--- src/rtl/usb_tx_scheduler.sv ---
// Arbitrates handshake/data requesters onto usb_tx, supervises start/error, enforces the IPG.
// Optional build macro USB_TXS_AUTO_TOGGLE_EN: internal DATA0/DATA1 toggle replaces data_pid.
`timescale 1ns/1ps
module usb_tx_scheduler #(
  parameter int unsigned START_TIMEOUT = 8,
  parameter int unsigned IPG_CYCLES    = 16
) (
  input  logic       clk,
  input  logic       n_rst,
  input  logic       hs_req,
  input  logic [1:0] hs_type,
  input  logic       data_req,
  input  logic       data_pid,
  input  logic       ack_rcvd,
  input  logic       clear_toggle,
  input  logic       tx_transfer_active,
  input  logic       tx_error,
  output logic [3:0] tx_packet,
  output logic       hs_grant,
  output logic       data_grant,
  output logic       tx_done,
  output logic       tx_fail,
  output logic       busy
);

  localparam int unsigned CntMax = (START_TIMEOUT > IPG_CYCLES) ? START_TIMEOUT : IPG_CYCLES;
  localparam int unsigned CntW   = $clog2(CntMax + 1);

  localparam logic [2:0] StIdle   = 3'd0;
  localparam logic [2:0] StIssue  = 3'd1;
  localparam logic [2:0] StWait   = 3'd2;
  localparam logic [2:0] StActive = 3'd3;
  localparam logic [2:0] StGap    = 3'd4;

  localparam logic [3:0] PktNone  = 4'd0;
  localparam logic [3:0] PktData0 = 4'd1;
  localparam logic [3:0] PktData1 = 4'd2;
  localparam logic [3:0] PktAck   = 4'd3;
  localparam logic [3:0] PktNak   = 4'd4;
  localparam logic [3:0] PktStall = 4'd5;

  logic [2:0]      state_q, state_d;
  logic [CntW-1:0] cnt_q, cnt_d, cnt_inc;
  logic            err_q, err_d;
  logic [3:0]      pkt_q, pkt_d;
  logic            hs_grant_q, hs_grant_d;
  logic            data_grant_q, data_grant_d;
  logic            done_q, done_d;
  logic            fail_q, fail_d;
  logic            busy_q, busy_d;
  logic            data_sel;
  logic [3:0]      hs_pkt;

`ifdef USB_TXS_AUTO_TOGGLE_EN
  logic toggle_q, toggle_d;
  logic unused_data_pid;

  assign unused_data_pid = data_pid;
  assign data_sel        = toggle_q;

  // clear_toggle has priority over ack_rcvd in the same cycle.
  always_comb begin
    toggle_d = toggle_q;
    if (clear_toggle) begin
      toggle_d = 1'b0;
    end else if (ack_rcvd) begin
      toggle_d = ~toggle_q;
    end
  end

  always_ff @(posedge clk or negedge n_rst) begin
    if (!n_rst) begin
      toggle_q <= 1'b0;
    end else begin
      toggle_q <= toggle_d;
    end
  end
`else
  logic unused_toggle_inputs;

  assign unused_toggle_inputs = ack_rcvd ^ clear_toggle;
  assign data_sel             = data_pid;
`endif

  assign cnt_inc = (cnt_q == {CntW{1'b1}}) ? cnt_q : cnt_q + 1'b1;

  always_comb begin
    case (hs_type)
      2'd0:    hs_pkt = PktAck;
      2'd1:    hs_pkt = PktNak;
      2'd2:    hs_pkt = PktStall;
      default: hs_pkt = PktNone;
    endcase
  end

  always_comb begin
    state_d      = state_q;
    cnt_d        = cnt_q;
    err_d        = err_q;
    pkt_d        = PktNone;
    hs_grant_d   = 1'b0;
    data_grant_d = 1'b0;
    done_d       = 1'b0;
    fail_d       = 1'b0;
    case (state_q)
      StIdle: begin
        if (hs_req) begin
          hs_grant_d = 1'b1;
          if (hs_type == 2'd3) begin
            // Illegal type: consume the request, burn a gap, never drive usb_tx.
            state_d = StGap;
            cnt_d   = '0;
            fail_d  = 1'b1;
          end else begin
            state_d = StIssue;
            pkt_d   = hs_pkt;
          end
        end else if (data_req) begin
          state_d      = StIssue;
          data_grant_d = 1'b1;
          pkt_d        = data_sel ? PktData1 : PktData0;
        end
      end
      StIssue: begin
        state_d = StWait;
        cnt_d   = '0;
      end
      StWait: begin
        if (tx_transfer_active) begin
          state_d = StActive;
          err_d   = 1'b0;
        end else if (cnt_inc >= CntW'(START_TIMEOUT)) begin
          state_d = StGap;
          cnt_d   = '0;
          fail_d  = 1'b1;
        end else begin
          cnt_d = cnt_inc;
        end
      end
      StActive: begin
        if (tx_error) begin
          err_d = 1'b1;
        end
        if (!tx_transfer_active) begin
          state_d = StGap;
          cnt_d   = '0;
          err_d   = 1'b0;
          fail_d  = err_q | tx_error;
          done_d  = ~(err_q | tx_error);
        end
      end
      StGap: begin
        if (cnt_inc >= CntW'(IPG_CYCLES)) begin
          state_d = StIdle;
          cnt_d   = '0;
        end else begin
          cnt_d = cnt_inc;
        end
      end
      default: begin
        state_d = StIdle;
        cnt_d   = '0;
        err_d   = 1'b0;
      end
    endcase
    busy_d = (state_d != StIdle);
  end

  always_ff @(posedge clk or negedge n_rst) begin
    if (!n_rst) begin
      state_q      <= StIdle;
      cnt_q        <= '0;
      err_q        <= 1'b0;
      pkt_q        <= PktNone;
      hs_grant_q   <= 1'b0;
      data_grant_q <= 1'b0;
      done_q       <= 1'b0;
      fail_q       <= 1'b0;
      busy_q       <= 1'b0;
    end else begin
      state_q      <= state_d;
      cnt_q        <= cnt_d;
      err_q        <= err_d;
      pkt_q        <= pkt_d;
      hs_grant_q   <= hs_grant_d;
      data_grant_q <= data_grant_d;
      done_q       <= done_d;
      fail_q       <= fail_d;
      busy_q       <= busy_d;
    end
  end

  assign tx_packet  = pkt_q;
  assign hs_grant   = hs_grant_q;
  assign data_grant = data_grant_q;
  assign tx_done    = done_q;
  assign tx_fail    = fail_q;
  assign busy       = busy_q;

endmodule

--- config.mk ---
export PLATFORM = sky130hd
export DESIGN_NAME = usb_tx_scheduler
export DESIGN_NICKNAME = d
export VERILOG_FILES = /design/src/rtl/usb_tx_scheduler.sv
export SDC_FILE = /design/constraint.sdc
export NUM_CORES = 1
export LEC_CHECK = 0
export CORE_UTILIZATION = 51
export DETAILED_ROUTE_END_ITERATION = 8
export PLACE_DENSITY = 0.89
export SYNTH_ARGS = -nofsm -noshare
export SYNTH_HDL_FRONTEND = slang
export SYNTH_SLANG_ARGS = --single-unit
--- constraint.sdc ---
create_clock -name clk -period 4 [get_ports clk]
set_clock_uncertainty 0.05 [all_clocks]
set_input_delay 1.2 -clock clk [delete_from_list [all_inputs] [get_ports clk]]
set_output_delay 1.2 -clock clk [all_outputs]
set_load 0.02 [all_outputs]
======== Word-level counts from Yosys, hierarchy flattened ========
Cells that the tools add are included.
word-level totals
  bits in registers ....................... 18
  input bits .............................. 11
  word-level logic and storage cells ...... 74
operators by class
  $add $sub $neg .......................... 1
  order comparisons ....................... 2
  equality and inequality tests ........... 14
  multiplexer cells ....................... 39
  bitwise operators ....................... 3
  reduce and logical (&&, ||, !) cells .... 6
operator list
  operator             count
  $mux 5               7
  $mux 3               7
  $pmux 5 s4           1
  $mux 1               15
  $pmux 3 s5           1
  $mux 4               3
  $ne 2x2->1 const B   5
  $pmux 3 s3           1
  $eq 3x2->1 const B   2
  $pmux 1 s3           2
  $add 5x1->5 const B  1
  $eq 5x5->1 const B   1
  $ge 5x4->1 const B   1
  $ge 5x5->1 const B   1
  $eq 2x2->1 const B   2
  $mux 2               2
  $reduce_and 4->1     1
  $eq 3x1->1 const B   1
  $eq 3x3->1 const B   1
  $logic_not 3->1      1
  $ne 3x3->1 const B   1
  $reduce_and 3->1     1
  $reduce_bool 3->1    1
  $reduce_or 3->1      1
  other kinds (4)      5

======== Longest topological paths before layout ========
  word-level depth ........................ 7
  gate-level depth with buffers ........... 5

======== Worst setup path after synthesis ========
No wires, ideal clock.
  kind .................................... in2reg
  start point ............................. input port hs_type[0]
  end point ............................... register cnt_q[2]
  data arrival time ....................... 2.234 ns
  data required time ...................... 3.827 ns
  setup slack ............................. 1.593 ns
  stages on the path ...................... 5
  path buffers ............................ 0
  cell sequence ........................... ha_1 -> a211o_1 -> a21oi_2 -> nor2b_1 -> o221a_1
on the way
  longest elaborated chain between the ends .. 3
RTL lines
  item                               RTL line  text
  start: declaration                 11        input logic [1:0] hs_type,
  $eq 2x2->1                         109       if (hs_type == 2'd3) begin
  $ne 2x2->1 (no source line)        n/a
  $reduce_and 4->1 (no source line)  n/a
  end signal: assignment             182       cnt_q <= cnt_d;
  end: declaration                   43        logic [CntW-1:0] cnt_q, cnt_d, cnt_inc;
No other way between the ends.
A chain may end at the register's enable or synchronous reset.

======== Worst setup path in the final report ========
Same ends and word-level chain as after synthesis.

==> impl_metrics.yaml <==
sta:
  min_period_ns: 2.724
  period_share_pct: 68.11
  whs_ns: 0.5062
  tightest_slew_ns: 0.7430
  setup_viol: 0
  maxSlewViolCount: 0
  fin_tns_setup_ns: 0
  clock.fmax_ghz: 0.3670
  rsz0062_at_grt: "no"
  hold_violations: 0
  max_slew_margin_pct: 50.31
clock_network:
  cts_setup_buffers: 0
  cts.reportedPaths.clkPinSlew_ns: 0.10
  cts_resized: 0
  cts_tree: "built"
  clockBufferDepth: 2
  cts_made_buffers: 3
  cts-root-buf: "clkbuf_4"
  clock_latency_ns: 0.29
  hold_buffers: 0
  htree_num_levels: 1
  clkSinkCount: 17
min_path:
  hold_class: "register to register"
  hold_start: "err_q"
  hold_depth: 1
  whs_endpoint: "tx_done"
critical_path:
  cp.arrival_ns: 2.85
  crit_path_end_kind: "register"
  required_ns: 4.12
  rrSetupSlack_ns: 2.22
  critPathLaunchType: "input port"
  crit_fanout: 8
  critPathKind: "input port to register"
  r2r_cells: 4
  reg2reg_from: "state_q[0]"
  r2r_end: "cnt_q[2]"
global_route:
  met3_usage_pct: 4.490
  use_met1_pct: 26.79
  grt_max_degree: 18
  grtUsageTotal_pct: 21.69
  grt-busiest-layer: "met2"
  use_met2_pct: 36.47
  grt_remaining_overflow: 0
  antenna_found_initial: 0
  grt_pass1_wl_um: 3084
  grt_pass1_vias: 718
route:
  drc: 0
  ant_nets: 0
  wire_per_inst_um: 14.02
  via_per_inst: 5.926
  vias: 723
  drtIter0Drc: 18
  firstDrtPassIters: 4
  wl_um: 1710
synthesis:
  ys_seq_area_share_pct: 46.90
  synth_area_um2: 907.1
  ys.flop_type: "dfrtp_1"
  synth_edf_count: 0
  syn_inst: 90
  yosys_warnings: 0
  syn_nets: 104
  synth_seq_cells: 17
  synth.avg_cell_area_um2: 10.08
  synthArstFlopShare_pct: 100.0
  synth.distinct_cells: 41
floorplan:
  rows: 14
  start_util_pct: 57.54
  die_h_um: 44.18
  die_w_um: 44.18
  die-area_um2: 1951
  core_area_um2: 1577
  io_pins: 20
placed_design:
  numPortBuffers: 16
  dp_hpwl_um: 1288
  gp_congestion: 0.8816
  placed_cell_area_um2: 1060
layout:
  final-seq-area_um2: 425.4
  nets: 121
  drive_above_1_share_pct: 8.491
  multi_input_area_um2: 431.7
  finalInstanceArea_um2: 1086
  fillCellCount: 130
  diodes: 0
  area_growth_pct: 19.72
  postLayoutCoreUtil_pct: 68.89
pwr:
  irDropWorstVdd_mv: 0.3886
  p_per_area_nw_per_um2: 606.4
  p_leak_nw: 0.5135
  finalPower_uw: 658.6
flow_run:
  max_cap_violations: 0
outcome:
  status: "completed"
## synth_stat cells, drive strengths merged (3+ instances only)
cell type | instances | area [um^2]
dfrtp | 17 | 425.4
inv | 6 | 22.52
nand3 | 3 | 20.02
buf | 3 | 23.77
o21ai | 6 | 30.02
ha | 3 | 37.54
nand2 | 7 | 26.28
nor2 | 4 | 15.01
a21oi | 7 | 38.79
## logic make-up (layout without fill, tap and decap cells)
group / count (synthesis) / after routing / synth area share (%)
compound gates: 27 / 27 / 21.10
fa+ha+maj: 3 / 3 / 4.138
buf+inv: 10 / 26 / 5.516
flops: 17 / 17 / 46.90
mux: 2 / 2 / 2.758
other cells: 1 / 1 / 0.4134
simple gates: 30 / 30 / 19.17
## cell type report
| class | instances | share of cell area [%] |
|---|---|---|
| multi-input combinational | 63 | 39.75 |
| sequential | 17 | 39.17 |
| timing repair buffer | 16 | 14.75 |
| clock buffer | 4 | 2.419 |
| inverter | 6 | 2.074 |
| tap | 16 | 1.843 |
## worst max-delay path by stage
stage	startpoint	to	cells past startpoint
detailed placement	hs_type[0]	cnt_q[2]	6
finish	hs_type[0]	cnt_q[2]	6
floorplan	hs_type[0]	cnt_q[2]	5
global route	hs_type[0]	cnt_q[2]	6
CTS	hs_type[0]	cnt_q[2]	6
global placement	hs_type[0]	cnt_q[2]	6
## worst max-delay path, stage by stage
cell and delay [ns]:
clkdlybuf4s50_1 0.43, ha_1 0.22, a211o_1 0.33, a21oi_2 0.33, nor2b_1 0.09, o221a_1 0.25
## through the flow
step,instances,worst slack [ns]
2_1_floorplan,90,1.593
3_3_place_gp,118,1.036
3_5_place_dp,118,0.9875
4_1_cts,122,1.292
5_1_grt,122,1.227
6_report,122,1.276
## where the power goes
part	total, mW	internal, mW	switching [mW]
registers	0.285	0.219	0.0654
logic	0.285	0.137	0.148
clock network	0.0889	0.0387	0.0502
total	0.659	0.395	0.264
## state kept, by name, indices dropped and copies added (netlist names)
signal and flops:
state_q 3, cnt_q 5, tx_done 1, tx_packet 3, data_grant 1, err_q 1, busy 1, hs_grant 1
tx_fail 1
## cells in the final DEF, fill, tap and decap left out, drive strengths merged
master	count
a211o	2
a21o	2
a21oi	7
a22o	2
a22oi	1
a31oi	1
a32oi	1
and2	2
and3	1
and3b	1
clkbuf	4
clkdlybuf4s50	16
conb	1
dfrtp	17
ha	3
inv	6
mux2	1
mux2i	1
nand2	7
nand2b	2
nand3	3
nand4	1
nand4b	1
nor2	4
nor2b	1
nor3	2
nor3b	2
o21ai	6
o21bai	1
o221a	1
o22ai	1
o31ai	1
o41a	1
or2	1
or3	1
or4b	1
## per-layer routing
layer | part of all wire [%] | vias up
met3 | 3.7 | 4
met2 | 50 | 19
met1 | 45 | 346
met5 | 0 | -
li1 | - | 354
met4 | 1.6 | 0
Power figures use the tool's default switching activity.
